[src/rtl/mag_pow_gen.sv]
// Magnitude-power basis generator: streams |x| and emits the aligned power vector
// |x|^0 .. |x|^(NPOW-1) in unsigned Q1.(W-1), saturating instead of wrapping.
module mag_pow_gen #(
  parameter int W    = 20,
  parameter int NPOW = 5
) (
  input  logic                clk,
  input  logic                rst,
  input  logic [W-1:0]        mag_in,
  input  logic                mag_valid,
  input  logic                sat_clr,
  output logic [NPOW*W-1:0]   pow_out,
  output logic                pow_valid,
  output logic [NPOW-1:0]     sat_flag
);

  // Chain depth: one register per product, at least one stage even when NPOW=2.
  localparam int D = (NPOW - 2 > 1) ? (NPOW - 2) : 1;
  localparam logic [W-1:0] UNITY = {1'b0, {(W-1){1'b1}}};
  localparam logic [W-1:0] MAXV  = '1;

  // Q1.(W-1) product with round-half-up; returns {sat_event, result}.
  function automatic logic [W:0] mul_sat(input logic [W-1:0] a, input logic [W-1:0] b);
    logic [2*W-1:0] full;
    logic [W:0]     r;
    full = {{W{1'b0}}, a} * {{W{1'b0}}, b};
    r    = {1'b0, full[2*W-2:W-1]} + {{W{1'b0}}, full[W-2]};
    if (full[2*W-1] || r[W]) return {1'b1, MAXV};
    return {1'b0, r[W-1:0]};
  endfunction

  for (genvar s = 1; s <= D; s++) begin : g_stage
    logic [W-1:0]    p     [1:NPOW-1];
    logic [NPOW-1:0] sat;
    logic            v;
    logic [W-1:0]    in_p  [1:NPOW-1];
    logic [NPOW-1:0] in_sat;
    logic            in_v;

    if (s == 1) begin : g_first
      always_comb begin
        in_p    = '{default: '0};
        in_p[1] = mag_in;
        in_sat  = '0;
        in_v    = mag_valid;
      end
    end else begin : g_chain
      assign in_p   = g_stage[s-1].p;
      assign in_sat = g_stage[s-1].sat;
      assign in_v   = g_stage[s-1].v;
    end

    // Stage s forms p(s+1) from the previous power and the matching delayed p1;
    // every other slice just moves one register further down the chain.
    always_ff @(posedge clk or posedge rst) begin
      if (rst) begin
        for (int k = 1; k < NPOW; k++) p[k] <= '0;
        sat <= '0;
        v   <= 1'b0;
      end else begin
        v   <= in_v;
        sat <= in_sat;
        for (int k = 1; k < NPOW; k++) p[k] <= in_p[k];
        for (int k = 2; k < NPOW; k++)
          if (k == s + 1) {sat[k], p[k]} <= mul_sat(in_p[k-1], in_p[1]);
      end
    end
  end

  logic [W-1:0]    last_p [1:NPOW-1];
  logic [NPOW-1:0] last_sat;
  logic            last_v;

  assign last_p   = g_stage[D].p;
  assign last_sat = g_stage[D].sat;
  assign last_v   = g_stage[D].v;

  // Output register: slices are zeroed on bubbles; a new saturation beats a clear.
  always_ff @(posedge clk or posedge rst) begin
    if (rst) begin
      pow_out   <= '0;
      pow_valid <= 1'b0;
      sat_flag  <= '0;
    end else begin
      pow_valid <= last_v;
      pow_out   <= '0;
      if (last_v) begin
        pow_out[W-1:0] <= UNITY;
        for (int k = 1; k < NPOW; k++) pow_out[k*W +: W] <= last_p[k];
      end
      sat_flag <= (sat_clr ? '0 : sat_flag) | (last_v ? last_sat : '0);
    end
  end

endmodule

[config.mk]
export PLATFORM = sky130hd
export DESIGN_NAME = mag_pow_gen
export DESIGN_NICKNAME = d
export VERILOG_FILES = /design/src/rtl/mag_pow_gen.sv
export SDC_FILE = /design/constraint.sdc
export NUM_CORES = 2
export LEC_CHECK = 0
export CORE_MARGIN = 3
export CORE_UTILIZATION = 30
export DETAILED_ROUTE_END_ITERATION = 8
export SYNTH_ARGS = -nofsm -noshare
export SYNTH_HDL_FRONTEND = slang
export SYNTH_SLANG_ARGS = --single-unit
[constraint.sdc]
create_clock -name clk -period 21.4 [get_ports clk]
set_input_delay 6.42 -clock clk [delete_from_list [all_inputs] [get_ports clk]]
set_output_delay 6.42 -clock clk [all_outputs]
set_load 0.03 [all_outputs]
# After elaboration in Yosys (flattened, before gate mapping)
# Index checks and enable logic that the tools add are counted.
dict set report classes {
  n_bitwise 1
  reduce_logical 3
  n_mul 3
  addsub 3
  muxes 12
}
# cell n
set op_table {}
lappend op_table {{$mux 21} 6}
lappend op_table {{$mul 20x20->40} 3}
lappend op_table {{$mux 100} 1}
lappend op_table {{$add 20x1->21} 3}
lappend op_table {{$mux 5} 2}
lappend op_table {{$or 5x5->5} 1}
lappend op_table {{$logic_or 1x1->1} 3}
lappend op_table {{$mux 1} 3}
dict set report totals {
  ff_bits 295
  input_bits 24
  word_cells 40
  out_inout_bits 106
}

# Logic depth before layout (Yosys ltp)
dict set report depth {
  word_depth 5
  mapped_depth 34
  mapped_depth_nobuf 32
}

# Least setup slack after synthesis
# OpenSTA, ideal clock, no wires.
dict set report synth_timing {
  path_kind {input to register}
  from {in mag_in[10]}
  to {reg g_stage[1].p[58] (netlist name)}
  required_ps 21335
  path_stages 30
  arrival_ps 13695
  n_path_buf 4
  path_slack_ps 7640
  setup_ps 65
  path_cell_list {clkbuf_1 -> clkbuf_1 -> and2_1 -> fa_1 -> fa_1 -> inv_1 -> fa_1 -> inv_1 -> fa_1 -> fa_1 -> fa_1 -> inv_1 -> fa_1 -> inv_1 -> ha_1 -> and3_2 -> a221oi_1 -> o21ai_0 -> a211oi_1 -> xnor2_1 -> ha_1 -> ha_1 -> and3_1 -> nand2_1 -> nor2_2 -> and4_4 -> a31oi_4 -> buf_6 -> buf_12 -> nand2_2}
}
dict set report synth_via {
  elab_chain_cells 5
}
# item line_no
set synth_rtl {}
lappend synth_rtl {{from (decl)} 9} ;# input logic [W-1:0] mag_in,
lappend synth_rtl {{$mul 20x20->40 *} 26} ;# full = {{W{1'b0}}, a} * {{W{1'b0}}, b};
lappend synth_rtl {{$add 20x1->21} 27} ;# r = {1'b0, full[2*W-2:W-1]} + {{W{1'b0}}, full[W-2]};
lappend synth_rtl {{$logic_or 1x1->1} 28} ;# if (full[2*W-1] || r[W]) return {1'b1, MAXV};
lappend synth_rtl {{$mux 1} 28}
lappend synth_rtl {{$mux 21 *} 29} ;# return {1'b0, r[W-1:0]};
lappend synth_rtl {{to (signal, indexed assignment)} 65} ;# if (k == s + 1) {sat[k], p[k]} <= mul_sat(in_p[k-1], in_p[1]);
lappend synth_rtl {{to (decl)} 33} ;# logic [W-1:0] p [1:NPOW-1];
# Every way passes the cells marked *; elsewhere a longest branch is shown, timed or not.

# Final worst setup path
dict set report layout_timing {
  from {in mag_in[7]}
  to {reg g_stage[1].p[40] (netlist name)}
}
# Same word-level chain as after synthesis.

==> results.toml <==
[route]
drt.antenna.violating_nets = 0
vias = 33080
routed_wl_um = 118200
firstDrtPassIters = 5
drtIter0Drc = 1694
route.detailed.wl_per_inst_um = 16.75
drc = 0
viasPerCell = 4.686

[clock_network]
hold_buffers = 0
clock-sinks = 273
cts_setup_buffers = 0
cts_tree = "done"
cts_made_buffers = 34
cts_buffer_depth = 3
cts-root-buf = "clkbuf_16"
cts_resized = 0
htreeDepth = 2
path_clk_slew_ns = 0.07
clock_latency_ns = 0.60

[timing]
fin_crit_ns = 14.77
fin_crit_sh_pct = 69.04
hold_viol_final = 0
fin_skew_ns = 0.04149
finalSetupViolCount = 0
tightestPinTransition_ns = 1.248
final.setup.tns_ns = 0
drv_slew = 0
relSlewSlack_pct = 16.82
rsz0062_at_grt = "no"
fmax_ghz = 0.06768

[logic_synthesis]
synth_top_area_share_pct = 38.37
synth-edff-count = 0
synth-main-ff-cell = "dfrtp_1"
async_reset_ff_share_pct = 100.0
ys_warn_count = 0
ys_ff_latch = 273
synth_area_per_cell_sq_um = 9.508
syn_area_sq_mm = 0.04774
syn_inst = 5021
seq_area_frac_synth_pct = 14.31
synth_most_common_cell = "inv_1"
synth.area.top_cells = "fa_1 38%, dfrtp_1 14%, ha_1 12%"
synthDistinctLibCells = 105
synth_common_cells = "1049 x inv_1, 915 x fa_1, 598 x and2_1, 591 x nand2_1, 452 x ha_1"
yosys.area.top_type = "fa_1"

[placed_design]
dp_cells = 7002
gp_congestion = 0.8505
hpwlAfterDp_um = 92210
io_buffers = 126
dpl_cell_area_sq_mm = 0.05091

[global_routing]
antenna_found_initial = 3
grt_use_total_pct = 14.89
grt.overflow.total = 0
grt_pass1_wl_um = 196300
first_global_vias = 36580
grt_max_degree = 85

[cells_and_area]
fin_area_sq_mm = 0.05210
drive_above_1_share_pct = 3.679
fin_nets = 6371
insertedDiodeCount = 0
final_cells = 7059
syn2layout_area_growth_pct = 9.139

[worst_setup_path]
critPathSlowestCell = "clkdlybuf4s50_1"
r2r_start = "g_stage[2].p[72]"
rr_worst_depth = 25
cp_max_fo = 22
critPathTopFamily = "adder cells"
rr_endpoint = "g_stage[3].sat[4]"
setup.worst_path.end_class = "flop"
cp-start-kind = "input pin"
cp_num_buf_inv = 3
crit_path_max_incr_delay_ns = 1.19
critPathArrivalTime_ns = 15.21
critical_path_class = "in2reg"
cp.required_ns = 21.84
reg2reg_slack_ns = 12.38

[die]
die_h_um = 404.9
ioPinCount = 130
die_width_um = 404.9
start_util_pct = 30.39
coreArea_sq_mm = 0.1571
fp.dieArea_sq_mm = 0.1640
rows = 145

[hold_path]
min_from = "g_stage[2].v"
worstHoldEndpoint = "g_stage[3].v"
hold_depth = 0
min_path_type = "reg2reg"

[run]
drv_cap = 0

[status]
status = "finished, final reports clean"
## sequential cells by signal, summed over array words and instances (netlist names)
signal	count
g_stage.sat	6
g_stage.p	180
pow_out	81
g_stage.v	3
sat_flag	3
## cell families (layout without fill, tap and decap cells)
family | count (synthesis) | in the layout | synth area share, %
and+or+nand+nor | 1523 | 1523 | 16.52
xor gates and xnor gates | 118 | 118 | 2.165
muxes | 13 | 13 | 0.2883
DFF | 273 | 273 | 14.31
AOI/OAI and AO/OA | 410 | 410 | 5.829
other | 1 | 3 | 0.007855
adders and majority gates | 1367 | 1367 | 50.21
buffers and inverters | 1316 | 1294 | 10.66
## final cells by class
cell class                 count  area (sq um)
sequential                   273          6833
timing repair buffer         185          1704
multi-input combinational   3434         35840
fill                       16210        105000
inverter                    1052          3956
clock inverter                16         276.5
tap                         2058          2575
clock buffer                  41         917.1
## cell usage in the layout, fill, tap and decap left out, drive strengths merged, types with 41 or more instances in the layout
cell type,Yosys,routed
inv,1051,1054
xor2,51,51
buf,48,59
ha,452,452
o21ai,71,71
clkdlybuf4s50,0,126
nand3,49,49
nand2,601,601
clkbuf,216,41
and2,599,599
fa,915,915
a21o,58,58
dfrtp,273,273
xnor2,67,67
nor2,91,91
a21oi,116,116
## layer usage
layer | GRT usage [%] | vias to the layer above | part of all wire (%)
met5 | 0 | - | 0
met4 | 3.381 | 0 | 2.1
met3 | 1.215 | 160 | 3.9
met2 | 26.96 | 690 | 51
met1 | 19.26 | 17160 | 43
li1 | - | 15070 | -
## worst max path at each step
stage	from	to	slack [ns]	cells past startpoint
2_1_floorplan	rst	g_stage[1].p[40]	7.46	1
3_3_place_gp	mag_in[7]	g_stage[1].p[40]	6.20	28
3_5_place_dp	mag_in[6]	g_stage[1].p[40]	6.06	22
4_1_cts	mag_in[6]	g_stage[1].p[40]	6.63	22
5_1_grt	mag_in[4]	g_stage[1].p[40]	6.23	27
6_report	mag_in[7]	g_stage[1].p[40]	6.63	28
## worst register-to-register path: cells and delay by family (launching register included)
| family | cells | cell delay [ns] |
|---|---|---|
| adders and majority gates | 8 | 3.84 |
| buffers and inverters | 5 | 0.25 |
| DFF | 1 | 1.05 |
| and+or+nand+nor | 5 | 1.09 |
| AOI/OAI and AO/OA | 7 | 2.58 |
## stage by stage
step | hold slack, ns | worst slack (ns) | util, %
3_5_place_dp | 0.3346 | 6.058 | 32.40
4_1_cts | 0.3313 | 6.635 | 33.16
3_3_place_gp | 0.3326 | 6.205 | 32.40
5_1_grt | 0.3479 | 6.234 | 33.16
6_report | 0.3356 | 6.625 | 33.16
2_1_floorplan | 0.3312 | 7.456 | -
Power is not shown: default switching activity piles up to over one toggle a cycle in this logic, so the estimate is an artifact.
